File: src/rtl/uart_cmd_parser_pkg.sv
// Shared definitions for the UART command parser: ASCII codes of the
// command bytes, FSM state and command encodings, UART timing constant.
package uart_cmd_parser_pkg;

    // One UART bit period at 9600 baud with a 100 MHz clock.
    localparam int UART_BIT_CYC = 10417;

    // Command letters (both cases accepted) and the query byte.
    localparam logic [7:0] ASCII_R_UP  = 8'h52;
    localparam logic [7:0] ASCII_R_LO  = 8'h72;
    localparam logic [7:0] ASCII_D_UP  = 8'h44;
    localparam logic [7:0] ASCII_D_LO  = 8'h64;
    localparam logic [7:0] ASCII_L_UP  = 8'h4C;
    localparam logic [7:0] ASCII_L_LO  = 8'h6C;
    localparam logic [7:0] ASCII_QUERY = 8'h3F;

    typedef enum logic [1:0] {
        ST_IDLE,
        ST_ARG_HI,
        ST_ARG_LAST
    } state_t;

    // Which control register a frame in progress targets.
    typedef enum logic [1:0] {
        CMD_RATE,
        CMD_DUTY,
        CMD_LED
    } cmd_t;

endpackage

File: src/rtl/uart_cmd_parser_if.sv
// Byte input from the UART receiver plus the parser's control/status outputs.
// master = the side that feeds bytes and watches the results, slave = parser.
interface uart_cmd_parser_if;
    logic [7:0] i_rx_data;
    logic       i_rx_valid;
    logic [1:0] o_rate;
    logic [7:0] o_duty;
    logic [7:0] o_led;
    logic       o_cmd_ok;
    logic       o_cmd_err;
    logic       o_query;
    logic       o_busy;

    modport master (
        output i_rx_data, i_rx_valid,
        input  o_rate, o_duty, o_led, o_cmd_ok, o_cmd_err, o_query, o_busy
    );

    modport slave (
        input  i_rx_data, i_rx_valid,
        output o_rate, o_duty, o_led, o_cmd_ok, o_cmd_err, o_query, o_busy
    );
endinterface

File: src/rtl/uart_cmd_parser_hex_to_nibble.sv
// Combinational ASCII hex digit decoder: '0'-'9', 'A'-'F', 'a'-'f'.
module hex_to_nibble (
    input  logic [7:0] ascii,
    output logic [3:0] nibble,
    output logic       is_hex
);

    // Classify the byte and convert it to its 4-bit value.
    always_comb begin
        // NOTE: defaults first so every path assigns both outputs -- no latch.
        nibble = 4'h0;
        is_hex = 1'b0;
        if (ascii >= 8'h30 && ascii <= 8'h39) begin
            nibble = 4'(ascii - 8'h30);
            is_hex = 1'b1;
        end else if (ascii >= 8'h41 && ascii <= 8'h46) begin
            nibble = 4'(ascii - 8'h37);
            is_hex = 1'b1;
        end else if (ascii >= 8'h61 && ascii <= 8'h66) begin
            nibble = 4'(ascii - 8'h57);
            is_hex = 1'b1;
        end
    end

endmodule

File: src/rtl/uart_cmd_parser.sv
// ASCII command frame parser behind the UART receiver. Holds the PWM rate,
// PWM duty and LED pattern registers, updating them only on complete valid
// frames, and flags unknown, malformed and timed-out frames.
module uart_cmd_parser
    import uart_cmd_parser_pkg::*;
#(
    parameter int CLK_HZ      = 100_000_000,
    parameter int TIMEOUT_CYC = CLK_HZ / 50,
    parameter int TMO_W       = 21
) (
    input  logic              clk,
    input  logic              reset,
    uart_cmd_parser_if.slave  bus
);

    state_t           state;
    cmd_t             cmd;
    logic [3:0]       hi_nib;
    logic [TMO_W-1:0] tmo_cnt;

    logic [3:0] nibble;
    logic       is_hex;
    logic       tmo_hit;
    logic       arg_ok;

    hex_to_nibble u_hex (
        .ascii  (bus.i_rx_data),
        .nibble (nibble),
        .is_hex (is_hex)
    );

    // Idle time inside a frame is up on this edge unless a byte arrives.
    assign tmo_hit = (tmo_cnt == TMO_W'(TIMEOUT_CYC - 1));

    // Final argument digit: any hex digit, except rate which accepts '0'..'3'.
    assign arg_ok = is_hex && ((cmd != CMD_RATE) || (nibble < 4'd4));

    // Frame FSM with timeout counter and registered outputs.
    always_ff @(posedge clk or negedge reset) begin
        if (!reset) begin
            state         <= ST_IDLE;
            cmd           <= CMD_RATE;
            hi_nib        <= 4'h0;
            tmo_cnt       <= '0;
            bus.o_rate    <= 2'd0;
            bus.o_duty    <= 8'h00;
            bus.o_led     <= 8'h00;
            bus.o_cmd_ok  <= 1'b0;
            bus.o_cmd_err <= 1'b0;
            bus.o_query   <= 1'b0;
            bus.o_busy    <= 1'b0;
        end else begin
            // NOTE: non-blocking throughout; pulse defaults below are overridden later in this block.
            bus.o_cmd_ok  <= 1'b0;
            bus.o_cmd_err <= 1'b0;
            bus.o_query   <= 1'b0;

            case (state)
                ST_IDLE: begin
                    tmo_cnt <= '0;
                    if (bus.i_rx_valid) begin
                        case (bus.i_rx_data)
                            ASCII_R_UP, ASCII_R_LO: begin
                                cmd        <= CMD_RATE;
                                state      <= ST_ARG_LAST;
                                bus.o_busy <= 1'b1;
                            end
                            ASCII_D_UP, ASCII_D_LO: begin
                                cmd        <= CMD_DUTY;
                                state      <= ST_ARG_HI;
                                bus.o_busy <= 1'b1;
                            end
                            ASCII_L_UP, ASCII_L_LO: begin
                                cmd        <= CMD_LED;
                                state      <= ST_ARG_HI;
                                bus.o_busy <= 1'b1;
                            end
                            ASCII_QUERY: bus.o_query   <= 1'b1;
                            default:     bus.o_cmd_err <= 1'b1;
                        endcase
                    end
                end

                ST_ARG_HI, ST_ARG_LAST: begin
                    if (!bus.i_rx_valid) begin
                        // No byte this cycle: advance the inter-byte timer.
                        if (tmo_hit) begin
                            tmo_cnt       <= '0;
                            state         <= ST_IDLE;
                            bus.o_busy    <= 1'b0;
                            bus.o_cmd_err <= 1'b1;
                        end else begin
                            tmo_cnt <= tmo_cnt + 1'b1;
                        end
                    end else if (state == ST_ARG_HI) begin
                        tmo_cnt <= '0;
                        if (is_hex) begin
                            hi_nib <= nibble;
                            state  <= ST_ARG_LAST;
                        end else begin
                            state         <= ST_IDLE;
                            bus.o_busy    <= 1'b0;
                            bus.o_cmd_err <= 1'b1;
                        end
                    end else begin
                        tmo_cnt    <= '0;
                        state      <= ST_IDLE;
                        bus.o_busy <= 1'b0;
                        if (arg_ok) begin
                            bus.o_cmd_ok <= 1'b1;
                            case (cmd)
                                CMD_RATE: bus.o_rate <= nibble[1:0];
                                CMD_DUTY: bus.o_duty <= {hi_nib, nibble};
                                default:  bus.o_led  <= {hi_nib, nibble};
                            endcase
                        end else begin
                            bus.o_cmd_err <= 1'b1;
                        end
                    end
                end

                default: begin
                    state      <= ST_IDLE;
                    bus.o_busy <= 1'b0;
                end
            endcase
        end
    end

endmodule

File: src/flat_wrapper.sv
// flat-port wrapper written by rule: the top's interface ports become plain ports
module uart_cmd_parser_flat import uart_cmd_parser_pkg::*;
#(
    parameter int CLK_HZ      = 100_000_000,
    parameter int TIMEOUT_CYC = CLK_HZ / 50,
    parameter int TMO_W       = 21
)
  (clk, reset, bus_i_rx_data, bus_i_rx_valid, bus_o_rate, bus_o_duty, bus_o_led, bus_o_cmd_ok, bus_o_cmd_err, bus_o_query, bus_o_busy);
  uart_cmd_parser_if bus_i ();
  input  logic clk;
  input  logic reset;
  input wire logic [$bits(bus_i.i_rx_data)-1:0] bus_i_rx_data;
  input wire logic [$bits(bus_i.i_rx_valid)-1:0] bus_i_rx_valid;
  output wire logic [$bits(bus_i.o_rate)-1:0] bus_o_rate;
  output wire logic [$bits(bus_i.o_duty)-1:0] bus_o_duty;
  output wire logic [$bits(bus_i.o_led)-1:0] bus_o_led;
  output wire logic [$bits(bus_i.o_cmd_ok)-1:0] bus_o_cmd_ok;
  output wire logic [$bits(bus_i.o_cmd_err)-1:0] bus_o_cmd_err;
  output wire logic [$bits(bus_i.o_query)-1:0] bus_o_query;
  output wire logic [$bits(bus_i.o_busy)-1:0] bus_o_busy;
  assign bus_i.i_rx_data = bus_i_rx_data;
  assign bus_i.i_rx_valid = bus_i_rx_valid;
  assign bus_o_rate = bus_i.o_rate;
  assign bus_o_duty = bus_i.o_duty;
  assign bus_o_led = bus_i.o_led;
  assign bus_o_cmd_ok = bus_i.o_cmd_ok;
  assign bus_o_cmd_err = bus_i.o_cmd_err;
  assign bus_o_query = bus_i.o_query;
  assign bus_o_busy = bus_i.o_busy;
  uart_cmd_parser #(.CLK_HZ(CLK_HZ), .TIMEOUT_CYC(TIMEOUT_CYC), .TMO_W(TMO_W)) u_core (.clk(clk), .reset(reset), .bus(bus_i));
endmodule
File: config.mk
export PLATFORM = sky130hd
export DESIGN_NAME = uart_cmd_parser_flat
export DESIGN_NICKNAME = d
export VERILOG_FILES = /design/src/rtl/uart_cmd_parser_pkg.sv /design/src/rtl/uart_cmd_parser_if.sv /design/src/rtl/uart_cmd_parser_hex_to_nibble.sv /design/src/rtl/uart_cmd_parser.sv /design/src/flat_wrapper.sv
export SDC_FILE = /design/constraint.sdc
export NUM_CORES = 1
export LEC_CHECK = 0
export ABC_AREA = 1
export BUFFER_PORTS_ARGS = -buffer_cell sky130_fd_sc_hd__buf_4
export CORE_MARGIN = 1.5
export CORE_UTILIZATION = 58
export CTS_CLUSTER_DIAMETER = 40
export CTS_CLUSTER_SIZE = 16
export DETAILED_ROUTE_END_ITERATION = 12
export PLACE_DENSITY = 0.82
export SYNTH_ARGS = -nofsm -noshare
export SYNTH_HDL_FRONTEND = slang
export SYNTH_HIERARCHICAL = 1
export SYNTH_SLANG_ARGS = --single-unit
File: constraint.sdc
create_clock -name clk -period 2 [get_ports clk]
set_input_delay 0.2 -clock clk [delete_from_list [all_inputs] [get_ports clk]]
set_output_delay 0.2 -clock clk [all_outputs]
set_load 0.02 [all_outputs]
# == Word-level counts from Yosys, hierarchy flattened ==
# Index checks and enable logic that the tools add are counted.
# word_totals
input_bits,11
elab_cells,104
reg_bits,51
output_inout_bits,22
# op_classes
add_sub_neg,4
order_cmp,7
eq_ne,16
bitwise,2
muxes,39
reduce_logical,25
# op_table
operator,n
$eq 8x7->1 const B,6
$mux 21,2
$pmux 21 s2,1
$mux 1,23
$add 21x1->21 const B,1
$eq 21x21->1 const B,1
$ge 8x7->1 const B,2
$le 8x7->1 const B,2
$reduce_and 5->1,3
$mux 4,3
$mux 2,5
$reduce_or 2->1,5
$eq 8x6->1 const B,1
$ge 8x6->1 const B,1
$le 8x6->1 const B,1
$pmux 2 s2,2
$reduce_and 4->1,2
$sub 4x3->4 const B,2
$reduce_or 7->1,1
$pmux 2 s3,1
$reduce_and 3->1,2
$reduce_or 6->1,1
$eq 2x1->1 const B,2
$logic_and 1x1->1,4
14 further kinds,19

# == Logic depth before layout (Yosys ltp) ==
# Gate-level depths: netlist of run 1.
# logic_depth
word_depth,12
depth_mapped,15
mapped_depth_nobuf,15

# == Hierarchy ==
# Netlist of run 1, hierarchy kept.
# modules_own_cells
mod,area_per_inst_um2,seq_area_each_um2,n_inst,cells_each
uart_cmd_parser,2718.9,1276.2,1,345
hex_to_nibble,192.7,0.0,1,38

# == Least setup slack after synthesis of run 1 ==
# Ideal clock, no wire load.
# synth_path
path_type,input port to flip-flop
from,input bus_i_rx_data[0]
to,register u_core.bus.o_led[1]
t_required_ns,1.882
arrival_ns,1.562
path_slack_ns,0.319
stages,14
path_buffers,1
setup_time_ns,0.118
path_cell_list,inv_1 ha_1 nand2_2 nand3_1 nand2_2 inv_1 nand2_1 nand2_1 o21ai_0 and2_4 nand2_4 buf_6 nand2_1 o21ai_2
# synth_between
elab_chain_len,9
word_cells_on_any_way,22
cone_classes,add/sub: 3; order compare: 7; mux: 6; reduce/logical: 6
# synth_lines
element,line_no,source
"start, declared",flat_wrapper.sv:12,input wire logic [$bits(bus_i.i_rx_data)-1:0] bus_i_rx_data;
$ge 8x7->1 / $le 8x7->1 (equally long branches),uart_cmd_parser_hex_to_nibble.sv:19,end else if (ascii >= 8'h61 && ascii <= 8'h66) begin
$logic_and 1x1->1,uart_cmd_parser_hex_to_nibble.sv:19,
$mux 4,uart_cmd_parser_hex_to_nibble.sv:19,
$mux 4,uart_cmd_parser_hex_to_nibble.sv:16,end else if (ascii >= 8'h41 && ascii <= 8'h46) begin
$mux 4 *,uart_cmd_parser_hex_to_nibble.sv:13,if (ascii >= 8'h30 && ascii <= 8'h39) begin
via u_core.nibble[3],uart_cmd_parser.sv:21,logic [3:0] nibble;
$lt 4x3->1 *,uart_cmd_parser.sv:36,assign arg_ok = is_hex && ((cmd != CMD_RATE) || (nibble < 4'd4));
$logic_or 1x1->1 *,uart_cmd_parser.sv:36,
$logic_and 1x1->1 *,uart_cmd_parser.sv:36,
$reduce_and 5->1 (no line) *,--,
"end signal, assigned",uart_cmd_parser.sv:114,"default: bus.o_led <= {hi_nib, nibble};"
"end, declared",uart_cmd_parser_if.sv:21,"output o_rate, o_duty, o_led, o_cmd_ok, o_cmd_err, o_query, o_busy"
# Mark *: on every way through the listed nets, which the timed path passes. The rest lies on a longest branch.
# A chain may end at the register's enable or synchronous reset.

# == Worst setup path in the final report of run 1 ==
# layout_path
from,register u_core.state[0]
to,register u_core.bus.o_led[2]
# layout_between
elab_chain_len,3
word_cells_on_any_way,5
cone_classes,eq/ne: 2; bitwise: 1; reduce/logical: 2
# layout_lines
element,line_no,source
"start, declared",uart_cmd_parser.sv:16,state_t state;
"start signal, assigned",uart_cmd_parser.sv:41,state <= ST_IDLE;
"start signal, assigned",uart_cmd_parser.sv:65,state <= ST_ARG_LAST;
"start signal, assigned",uart_cmd_parser.sv:70,state <= ST_ARG_HI;
$eq 2x2->1 / $eq 2x1->1 (equally long branches),"uart_cmd_parser.sv:58, uart_cmd_parser.sv:95",
$reduce_or 2->1 / $not 1->1 (equally long branches),--,
$reduce_and 5->1 (no line) *,--,
# Every way passes the cells marked *; elsewhere a longest branch is shown, timed or not.

==> results of run 1 <==
==> critical path, cell delays in order (launching register included) <==
cell     delay, ns
dfrtp_1       0.43
inv_1         0.06
ha_1          0.32
inv_1         0.09
nor3_2        0.28
and2_4        0.23
nand2_4       0.14
nand2_1       0.13
o21ai_2       0.06
==> cell families (layout without fill, tap and decap cells) <==
logic type,count (synthesis),count (layout),share of synthesized area [%]
AO/OA/AOI/OAI,42,42,9.025
XOR/XNOR,5,5,1.504
adder cells (fa/ha/maj),8,8,3.438
buffers and inverters,56,95,8.079
flip-flops,51,51,43.83
AND/OR/NAND/NOR,221,221,34.12
==> layer usage <==
| layer | part of all wire (%) | wire length (microns) |
|---|---|---|
| met1 | 46 | 2743 |
| met2 | 49 | 2931 |
| met3 | 4.9 | 293 |
| met4 | 0.88 | 53 |
| met5 | 0 | 0 |
==> timing repair <==
item	4_1_cts	5_1_grt
endpoints found under the hold margin	51	0
gates resized for setup	0	2
setup endpoints to repair	0	1
hold buffers	1	0
==> registers in the layout (all words and copies together) (netlist names), 2 cells and up <==
register and flops:
u_core/bus.o_duty 8, u_core/bus.o_led 8, u_core/bus.o_rate 2, u_core/cmd 2, u_core/hi_nib 4, u_core/state 2
u_core/tmo_cnt 21
==> cell type report <==
cell class / count / area [sq um] / area share (%)
Clock buffer: 5 / 68.82 / 2.066
Timing Repair Buffer: 36 / 272.8 / 8.189
Multi-Input combinational cell: 276 / 1411 / 42.37
Clock inverter: 3 / 26.28 / 0.7889
Inverter: 51 / 191.4 / 5.748
Sequential cell: 51 / 1276 / 38.32
Tap cell: 67 / 83.83 / 2.517
==> power breakdown <==
group / leakage (uW) / internal (uW) / total (uW) / switching (uW)
sequential: 0.000708 / 1070 / 1090 / 26.3
combinational: 0.000899 / 142 / 418 / 275
clock: 0.0000491 / 258 / 630 / 372
==> cells in the final DEF (no fill, tap or decap) <==
| master | synthesis | routed |
|---|---|---|
| nor3_1 | 9 | 9 |
| nand2_4 | 2 | 2 |
| buf_4 | 0 | 35 |
| nand3_1 | 20 | 20 |
| o22ai_1 | 2 | 2 |
| inv_6 | 0 | 2 |
| o21ai_0 | 20 | 20 |
| nand4_1 | 9 | 9 |
| nor2_4 | 2 | 2 |
| nor3_2 | 1 | 1 |
| and2_4 | 1 | 1 |
| clkbuf_8 | 0 | 5 |
| nor2_2 | 5 | 6 |
| inv_2 | 4 | 4 |
| o21ai_1 | 3 | 3 |
| a21oi_1 | 5 | 5 |
| nand2_2 | 7 | 7 |
| dfrtp_1 | 51 | 51 |
| nand3_4 | 1 | 1 |
| o21a_1 | 1 | 1 |
| inv_1 | 47 | 47 |
| xor2_1 | 4 | 4 |
| nor2_1 | 53 | 52 |
| nor3b_1 | 1 | 1 |
| nand3b_4 | 0 | 1 |
| o31ai_1 | 1 | 1 |
| a21oi_4 | 1 | 1 |
| nand2_1 | 107 | 107 |
| ha_1 | 8 | 8 |
| dlygate4sd3_1 | 0 | 1 |
| xnor2_1 | 1 | 1 |
| clkinv_4 | 0 | 1 |
| or2_2 | 1 | 1 |
| o21ai_2 | 8 | 8 |
| a31o_2 | 1 | 1 |
| nand3_2 | 1 | 1 |
==> final timing paths <==
check / cells past startpoint / endpoint / slack, ns / from
max reg2reg: 8 / u_core/bus.o_led[2]$_DFFE_PN0P_ / 0.16 / u_core/state[0]$_DFFE_PN0P_
min: 4 / u_core/bus.o_query$_DFF_PN0_ / 0.16 / bus_i_rx_data[6]
max: 8 / u_core/bus.o_led[2]$_DFFE_PN0P_ / 0.16 / u_core/state[0]$_DFFE_PN0P_
min in group asynchronous: 2 / u_core/bus.o_led[6]$_DFFE_PN0P_ / 0.48 / reset
min reg2reg: 2 / u_core/bus.o_busy$_DFFE_PN0P_ / 0.49 / u_core/bus.o_busy$_DFFE_PN0P_
max in group asynchronous: 2 / u_core/tmo_cnt[2]$_DFFE_PN0P_ / 1.10 / reset
==> metrics by stage <==
| stage | std cells | area (sq um) | utilization, % | setup TNS (ns) | setup WS (ns) |
|---|---|---|---|---|---|
| floorplan | 383 | 2912 | - | 0 | 0.3194 |
| global placement | 480 | 3214 | 67.16 | 0 | 0.1563 |
| detailed placement | 480 | 3214 | 67.16 | 0 | 0.01989 |
| CTS | 489 | 3319 | 69.36 | 0 | 0.1454 |
| global route | 489 | 3331 | 69.59 | -0.02198 | -0.01396 |
| finish | 489 | 3331 | 69.59 | 0 | 0.1601 |
==> impl_metrics.tcl, run 1 <==
set metrics [dict create \
    dr.pass1.iters 5 \
    routed_wl_microns 6020 \
    drcViolationCount 0 \
    grt_pass1_wl_microns 10450 \
    synth_most_common_cell "nand2_1" \
    cts_tree "done" \
    dp_hpwl_microns 4340 \
    synth_top_cell_area_share_pct 43.83 \
    core.rowCount 25 \
    syn_area_sq_um 2912 \
    nNetsFinal 440 \
    synth_top_flop_cell "dfrtp_1" \
    ys_warn_count 6 \
    grt_start_max_net_pins 52 \
    clk_root_buffer_cell "clkbuf_8" \
    htree_levels 2 \
    hold_violations 0 \
    cts_max_path_buffers 2 \
    gr-usage-met3_pct 3.567 \
    antenna_left 0 \
    drv_slew 0 \
    overflow 0 \
    arrival_ns 2.04 \
    wl_per_cell_microns 12.31 \
    synth_edf_count 0 \
    die_area_sq_um 5454 \
    place.gp.congestion 0.8810 \
    io_pins 33 \
    synth_area_leaders "dfrtp_1 (44%), nand2_1 (14%), nor2_1 (6.8%), inv_1 (6.1%), ha_1 (3.4%)" \
    peakVddDrop_mv 0.5132 \
    n_antenna_cell 0 \
    finClkSkew_ns 0.002554 \
    ys_types 33 \
    critPathLaunchType "flop" \
    grtUsageTotal_pct 24.51 \
    synthCells 383 \
    antenna_found_initial 0 \
    p_total_uw 2140 \
    grt_pass1_vias 2451 \
    path_max_fanout 16 \
    area_delta_synth_final_pct 14.40 \
    ys_seq_elements 51 \
    whs_ns 0.1641 \
    slew_headroom_pct 57.32 \
    drive_gt1_share_pct 18.96 \
    syn_nets 402 \
    met1_usage_pct 32.01 \
    clock-sinks 51 \
    max_freq_mhz 543.5 \
    synthArstFlopShare_pct 100.0 \
    finalCritPeriodShare_pct 91.99 \
    syn_avg_cell_area_sq_um 7.602 \
    grt_util_met2_pct 42.24 \
    drv_cap 0 \
    yosys-top-cells-count "nand2_1 (107), nor2_1 (53), dfrtp_1 (51), inv_1 (47)" \
    yosys.area.top_type "dfrtp_1" \
    crit_path_end_kind "flop" \
    power_density_nw_per_um2 642.5 \
    start_util_pct 60.84 \
    status "completed" \
    post_cts_buffers 0 \
    nFillCells 393 \
    dieHeight_microns 73.85 \
    busiest_layer "met2" \
    critPathKind "reg2reg" \
    synth-seq-area-share_pct 43.83 \
    worst_slew_pin_slew_ns 0.6402 \
    period_minus_slack_ns 1.840 \
    portBuffers 32 \
    via_count 2584 \
    core-area_sq_um 4786 \
    drtIter0Drc 236 \
    required_ns 2.20 \
    cts_buffers 5 \
    p_leak_uw 0.001656 \
    hold_class "in2reg" \
    die_x_microns 73.85 \
    finalSetupViolCount 0 \
    vias_per_cell 5.284 \
    insertion_delay_ns 0.30 \
    clkTransAtPathRegs_ns 0.10 \
]
No activity file was read; power rests on OpenSTA's default activity.
==> run 2: changes to the inputs <==
--- a/config.mk
+++ b/config.mk
@@ -5,7 +5,6 @@
 export SDC_FILE = /design/constraint.sdc
 export NUM_CORES = 1
 export LEC_CHECK = 0
-export ABC_AREA = 1
 export BUFFER_PORTS_ARGS = -buffer_cell sky130_fd_sc_hd__buf_4
 export CORE_MARGIN = 1.5
 export CORE_UTILIZATION = 58
==> impl_metrics.tcl, run 2 <==
set metrics [dict create \
    dr.pass1.iters 4 \
    io_pins 33 \
    hold_class "in2reg" \
    synthAdderAreaFrac_pct 3.441 \
    worstSetupPathDepth 6 \
    reg2reg_from "u_core/state[0]$_DFFE_PN0P_" \
    layout_commonest_cell "buf_4" \
    place.gp.congestion 0.8671 \
    drv_slew 0 \
    critPathLaunchType "flop" \
    synth_top_flop_cell "dfrtp_1" \
    max_stage_delay_ns 0.44 \
    dp_hpwl_microns 4847 \
    cp_common_cell "buf_4" \
    synth_top_cell_area_share_pct 43.87 \
    clk_root_buffer_cell "clkbuf_8" \
    drcViolationCount 0 \
    synthCells 282 \
    syn_nets 301 \
    max_freq_mhz 524.0 \
    synth_xor_area_share_pct 1.204 \
    cts_buffers 5 \
    arrival_ns 2.10 \
    mostFrequentLayoutCells "buf_4 (61), dfrtp_1 (51), nand2_1 (27)" \
    cp_num_buf_inv 2 \
    critPathKind "reg2reg" \
    regMostFlops "u_core/tmo_cnt" \
    p_leak_uw 0.001632 \
    cts_max_path_buffers 2 \
    yosys.area_share.simple_pct 24.13 \
    clkTransAtPathRegs_ns 0.10 \
    path_max_fanout 12 \
    p_total_uw 2259 \
    routed_wl_microns 6795 \
    syn_area_sq_um 2909 \
    grtUsageTotal_pct 26.37 \
    synth_edf_count 0 \
    vias_per_cell 6.121 \
    grt_pass1_wl_microns 10940 \
    hold_violations 0 \
    synthArstFlopShare_pct 100.0 \
    largestRegisters "u_core/tmo_cnt x21, u_core/bus.o_duty x8, u_core/bus.o_led x8" \
    cp_top_family "compound AO/OA/AOI/OAI gates" \
    grt_start_max_net_pins 52 \
    yosys-top-cells-count "dfrtp_1 (51), nand2_1 (27), mux2_2 (22), nand3_1 (17), o21ai_0 (16)" \
    slew_headroom_pct 57.04 \
    r2r_setup_slack_ns 0.09 \
    seq_area_sq_um 1276 \
    drv_cap 0 \
    finalCritPeriodShare_pct 95.43 \
    nNetsFinal 363 \
    start_util_pct 60.78 \
    worstHoldStart "bus_i_rx_data[6]" \
    clock-sinks 51 \
    grt_pass1_vias 2308 \
    syn_avg_cell_area_sq_um 10.32 \
    antenna_left 0 \
    nFillCells 349 \
    multi_input_area_sq_um 1594 \
    synth_most_common_cell "dfrtp_1" \
    crit_path_cell_trace "ha_1 -> buf_4 -> buf_4 -> nor4_1 -> a21boi_0 -> o2bb2a_1" \
    wl_per_cell_microns 16.49 \
    portBuffers 32 \
    peakVddDrop_mv 0.5510 \
    rsz0062_at_grt "no" \
    core-area_sq_um 4786 \
    area_delta_synth_final_pct 23.74 \
    synth_compound_area_share_pct 15.78 \
    ys_types 62 \
    insertion_delay_ns 0.31 \
    crit_path_end_kind "flop" \
    regToRegEndpoint "u_core/tmo_cnt[15]$_DFFE_PN0P_" \
    fin_util_pct 75.22 \
    dieHeight_microns 73.82 \
    crit_path_start "u_core/state[0]$_DFFE_PN0P_" \
    tns_ns 0 \
    synth_mux_area_share_pct 8.860 \
    cp-endpoint "u_core/tmo_cnt[15]$_DFFE_PN0P_" \
    whs_ns 0.08458 \
    yosys.area.top_type "dfrtp_1" \
    required_ns 2.19 \
    cts_tree "done" \
    htree_levels 2 \
    drtIter0Drc 252 \
    period_minus_slack_ns 1.909 \
    n_antenna_cell 0 \
    synth_area_leaders "dfrtp_1 (44%), mux2_2 (8.5%), nand2_1 (3.5%), ha_1 (3.4%), nand3_1 (2.9%)" \
    via_count 2522 \
    reg2reg_depth 6 \
    finClkSkew_ns 0.004484 \
    worst_slew_pin_slew_ns 0.6443 \
    status "completed" \
    finalSetupViolCount 0 \
    largest_reg_flops 21 \
    die_area_sq_um 5449 \
    die_x_microns 73.82 \
    ys_seq_elements 51 \
    overflow 0 \
    antenna_found_initial 0 \
    synth-seq-area-share_pct 43.87 \
    power_density_nw_per_um2 627.6 \
    core.rowCount 25 \
    synth_top_family_by_area "simple AND/OR/NAND/NOR gates" \
    cp_slowest_cell "dfrtp_1" \
    ys_warn_count 6 \
    drive_gt1_share_pct 32.46 \
]
[run 2: logic make-up (layout without fill, tap and decap cells)]
| logic type | Yosys count | after routing |
|---|---|---|
| compound gates | 65 | 65 |
| flops | 51 | 51 |
| simple gates | 112 | 112 |
| xor+xnor | 4 | 4 |
| buf+inv | 19 | 82 |
| mux | 23 | 23 |
| fa+ha+maj | 8 | 8 |
[run 2: layout make-up]
| class | count | area share (%) |
|---|---|---|
| flip-flops and latches | 51 | 35.45 |
| clock inverters | 3 | 0.6604 |
| multi-input cells | 212 | 44.28 |
| repair buffers | 65 | 14.42 |
| well taps | 67 | 2.329 |
| clock buffers | 5 | 1.912 |
| inverters | 9 | 0.9385 |
[run 2: how the worst min path moves through the flow]
stage	to	cells past startpoint	slack, ns
2_1_floorplan	u_core/bus.o_busy$_DFFE_PN0P_	0	-0.1
3_3_place_gp	u_core/tmo_cnt[20]$_DFFE_PN0P_	1	0.26
3_5_place_dp	u_core/tmo_cnt[20]$_DFFE_PN0P_	1	0.27
4_1_cts	u_core/bus.o_query$_DFF_PN0_	2	0.08
5_1_grt	u_core/bus.o_query$_DFF_PN0_	2	0.1
6_report	u_core/bus.o_query$_DFF_PN0_	2	0.08
[run 2: metal layers]
| metal | track usage [%] | vias up | wire length, microns |
|---|---|---|---|
| met5 | 0 | - | 0 |
| met4 | 8.230 | 0 | 131 |
| met3 | 4.252 | 17 | 282 |
| met2 | 40.44 | 70 | 3306 |
| met1 | 38.38 | 1241 | 3075 |
| li1 | - | 1194 | - |
[run 2: power breakdown]
part | switching [uW] | leakage (uW) | total, uW | internal [uW]
Combinational | 299 | 0.000885 | 541 | 242
Clock | 356 | 0.0000408 | 607 | 251
Sequential | 38.5 | 0.000706 | 1110 | 1070
Total | 694 | 0.00163 | 2260 | 1570
[run 2: what timing repair did]
item / in CTS / in global routing
endpoints found under the hold margin: 51 / 0
cloned: 0 / 0
pin swaps: 0 / 1
endpoints found under the setup margin: 8 / 23
hold buffers: 1 / 0
resized for setup: 1 / 8
buffers inserted: 0 / 2
[run 2: stage by stage]
| stage | instances | setup slack [ns] | area (sq um) |
|---|---|---|---|
| 6_report | 412 | 0.09145 | 3600 |
| 5_1_grt | 412 | 0.007462 | 3600 |
| 4_1_cts | 410 | -0.002223 | 3546 |
| 3_5_place_dp | 401 | -0.1339 | 3438 |
| 3_3_place_gp | 401 | -0.05580 | 3438 |
| 2_1_floorplan | 282 | 0.05357 | 2909 |
[run 2: worst register-to-register path: cells and delay by family, from the launching register on]
family | cells | cell delay [ns]
flip-flops | 1 | 0.44
adder cells (fa/ha/maj) | 1 | 0.24
buffers and inverters | 2 | 0.35
AND/OR/NAND/NOR | 1 | 0.33
AO/OA/AOI/OAI | 2 | 0.45
==> run 3: changes to the inputs <==
==> constraint.sdc (replaced) <==
create_clock -name clk -period 1.8 [get_ports clk]
set_input_delay 0.18 -clock clk [delete_from_list [all_inputs] [get_ports clk]]
set_output_delay 0.18 -clock clk [all_outputs]
set_load 0.02 [all_outputs]
==> impl_metrics.tcl, run 3 (synthesized netlist as in run 2, its figures left out) <==
set metrics [dict create \
    status "complete, but fails checks" \
    failed_checks "setup timing" \
    drive_gt1_share_pct 41.37 \
    largestRegisters "u_core/tmo_cnt x21, u_core/bus.o_duty x8, u_core/bus.o_led x8" \
    start_util_pct 60.78 \
    reg2reg_depth 6 \
    drv_cap 0 \
    place.gp.congestion 0.8936 \
    critPathLaunchType "flop" \
    setup_slack_ns -0.04281 \
    wl_per_cell_microns 17.31 \
    worst_slew_pin_slew_ns 0.6509 \
    hold_violations 0 \
    placed_cells 421 \
    grt_pass1_vias 2469 \
    p_leak_uw 0.001773 \
    antenna_found_initial 0 \
    p_total_uw 2647 \
    slew_headroom_pct 56.61 \
    overflow 0 \
    grtUsageTotal_pct 27.51 \
    htree_levels 2 \
    portBuffers 32 \
    drtIter0Drc 187 \
    dr.pass1.iters 5 \
    nNetsFinal 383 \
    finalSetupViolCount 8 \
    tns_ns -0.2369 \
    dp_hpwl_microns 5246 \
    n_antenna_cell 0 \
    critPathKind "reg2reg" \
    finClkSkew_ns 0.004379 \
    required_ns 2.00 \
    dieHeight_microns 73.82 \
    cts_buffers 5 \
    fin_util_pct 81.44 \
    min_delay_path_depth 3 \
    path_max_fanout 8 \
    stdcell_count 432 \
    period_minus_slack_ns 1.843 \
    largest_reg_flops 21 \
    die_area_sq_um 5449 \
    core-area_sq_um 4786 \
    clk_root_buffer_cell "clkbuf_8" \
    drv_slew 0 \
    antenna_left 0 \
    grt_start_max_net_pins 52 \
    mostFrequentLayoutCells "buf_4 (82), dfrtp_1 (48), nand2_1 (25)" \
    hold_class "in2reg" \
    clock-sinks 51 \
    clkTransAtPathRegs_ns 0.10 \
    crit_path_end_kind "flop" \
    cts_max_path_buffers 2 \
    insertion_delay_ns 0.31 \
    via_count 2684 \
    max_freq_mhz 542.7 \
    die_x_microns 73.82 \
    cp_slowest_cell "dfrtp_2" \
    cts_tree "done" \
    layout_commonest_cell "buf_4" \
    area_delta_synth_final_pct 33.98 \
    vias_per_cell 6.213 \
    rsz0062_at_grt "yes" \
    arrival_ns 2.04 \
    power_density_nw_per_um2 679.1 \
    crit_path_cell_trace "inv_2 -> ha_4 -> nand3_4 -> nor4b_4 -> buf_12 -> mux2_4" \
    routed_wl_microns 7479 \
    regMostFlops "u_core/tmo_cnt" \
    max_stage_delay_ns 0.46 \
    core.rowCount 25 \
    grt_pass1_wl_microns 11560 \
    peakVddDrop_mv 0.4168 \
    finalCritPeriodShare_pct 102.4 \
    drcViolationCount 0 \
    io_pins 33 \
]
run 3: metal layers:
| layer | vias to the layer above | wire, microns | GRT usage [%] |
|---|---|---|---|
| met5 | - | 0 | 0 |
| met4 | 0 | 82 | 7.407 |
| met3 | 14 | 368 | 4.664 |
| met2 | 106 | 3748 | 44.14 |
| met1 | 1324 | 3279 | 38.58 |
| li1 | 1240 | - | - |
run 3: per-stage QoR:
| step | hold slack (ns) | instance area (sq um) | setup WS, ns |
|---|---|---|---|
| floorplan | -0.1156 | 3005 | -0.08170 |
| global placement | 0.2518 | 3685 | -0.1522 |
| detailed placement | 0.2475 | 3685 | -0.2184 |
| CTS | 0.1590 | 3795 | -0.02429 |
| global route | 0.1857 | 3897 | -0.06525 |
| finish | 0.1692 | 3897 | -0.04281 |
run 3: layout make-up:
cell class	count	area, sq um
multi-input cells	212	1734
flip-flops and latches	51	1280
fillers	276	888.4
repair buffers	85	665.6
well taps	67	83.83
clock buffers	5	68.82
inverters	9	38.79
clock inverters	3	26.28
run 3: where the power goes:
group,internal [uW],switching (uW)
clock network,286,403
logic,342,365
registers,1190,54.6
run 3: critical path, delay by kind of cell (launching register included):
family        cells  cell delay, ns
simple gates      2            0.42
mux               1            0.31
fa+ha+maj         1            0.30
buf+inv           2            0.24
flops             1            0.46
run 3: final timing paths:
check | from | endpoint | slack [ns]
setup / recovery | u_core/state[0]$_DFFE_PN0P_ | u_core/bus.o_duty[3]$_DFFE_PN0P_ | -0.04
hold / removal | bus_i_rx_data[6] | u_core/bus.o_query$_DFF_PN0_ | 0.17
setup reg to reg | u_core/state[0]$_DFFE_PN0P_ | u_core/bus.o_duty[3]$_DFFE_PN0P_ | -0.04
hold reg to reg | u_core/bus.o_led[0]$_DFFE_PN0P_ | u_core/bus.o_led[0]$_DFFE_PN0P_ | 0.52
max in group asynchronous | reset | u_core/tmo_cnt[4]$_DFFE_PN0P_ | 0.90
min in group asynchronous | reset | u_core/cmd[1]$_DFFE_PN0P_ | 0.44
run 3: what timing repair did:
action / CTS / global route
buffers inserted: 0 / 2
endpoints found under the hold margin: 51 / 0
pin swaps: 0 / 9
hold buffers: 1 / 0
gates resized for setup: 1 / 24
endpoints found under the setup margin: 6 / 32
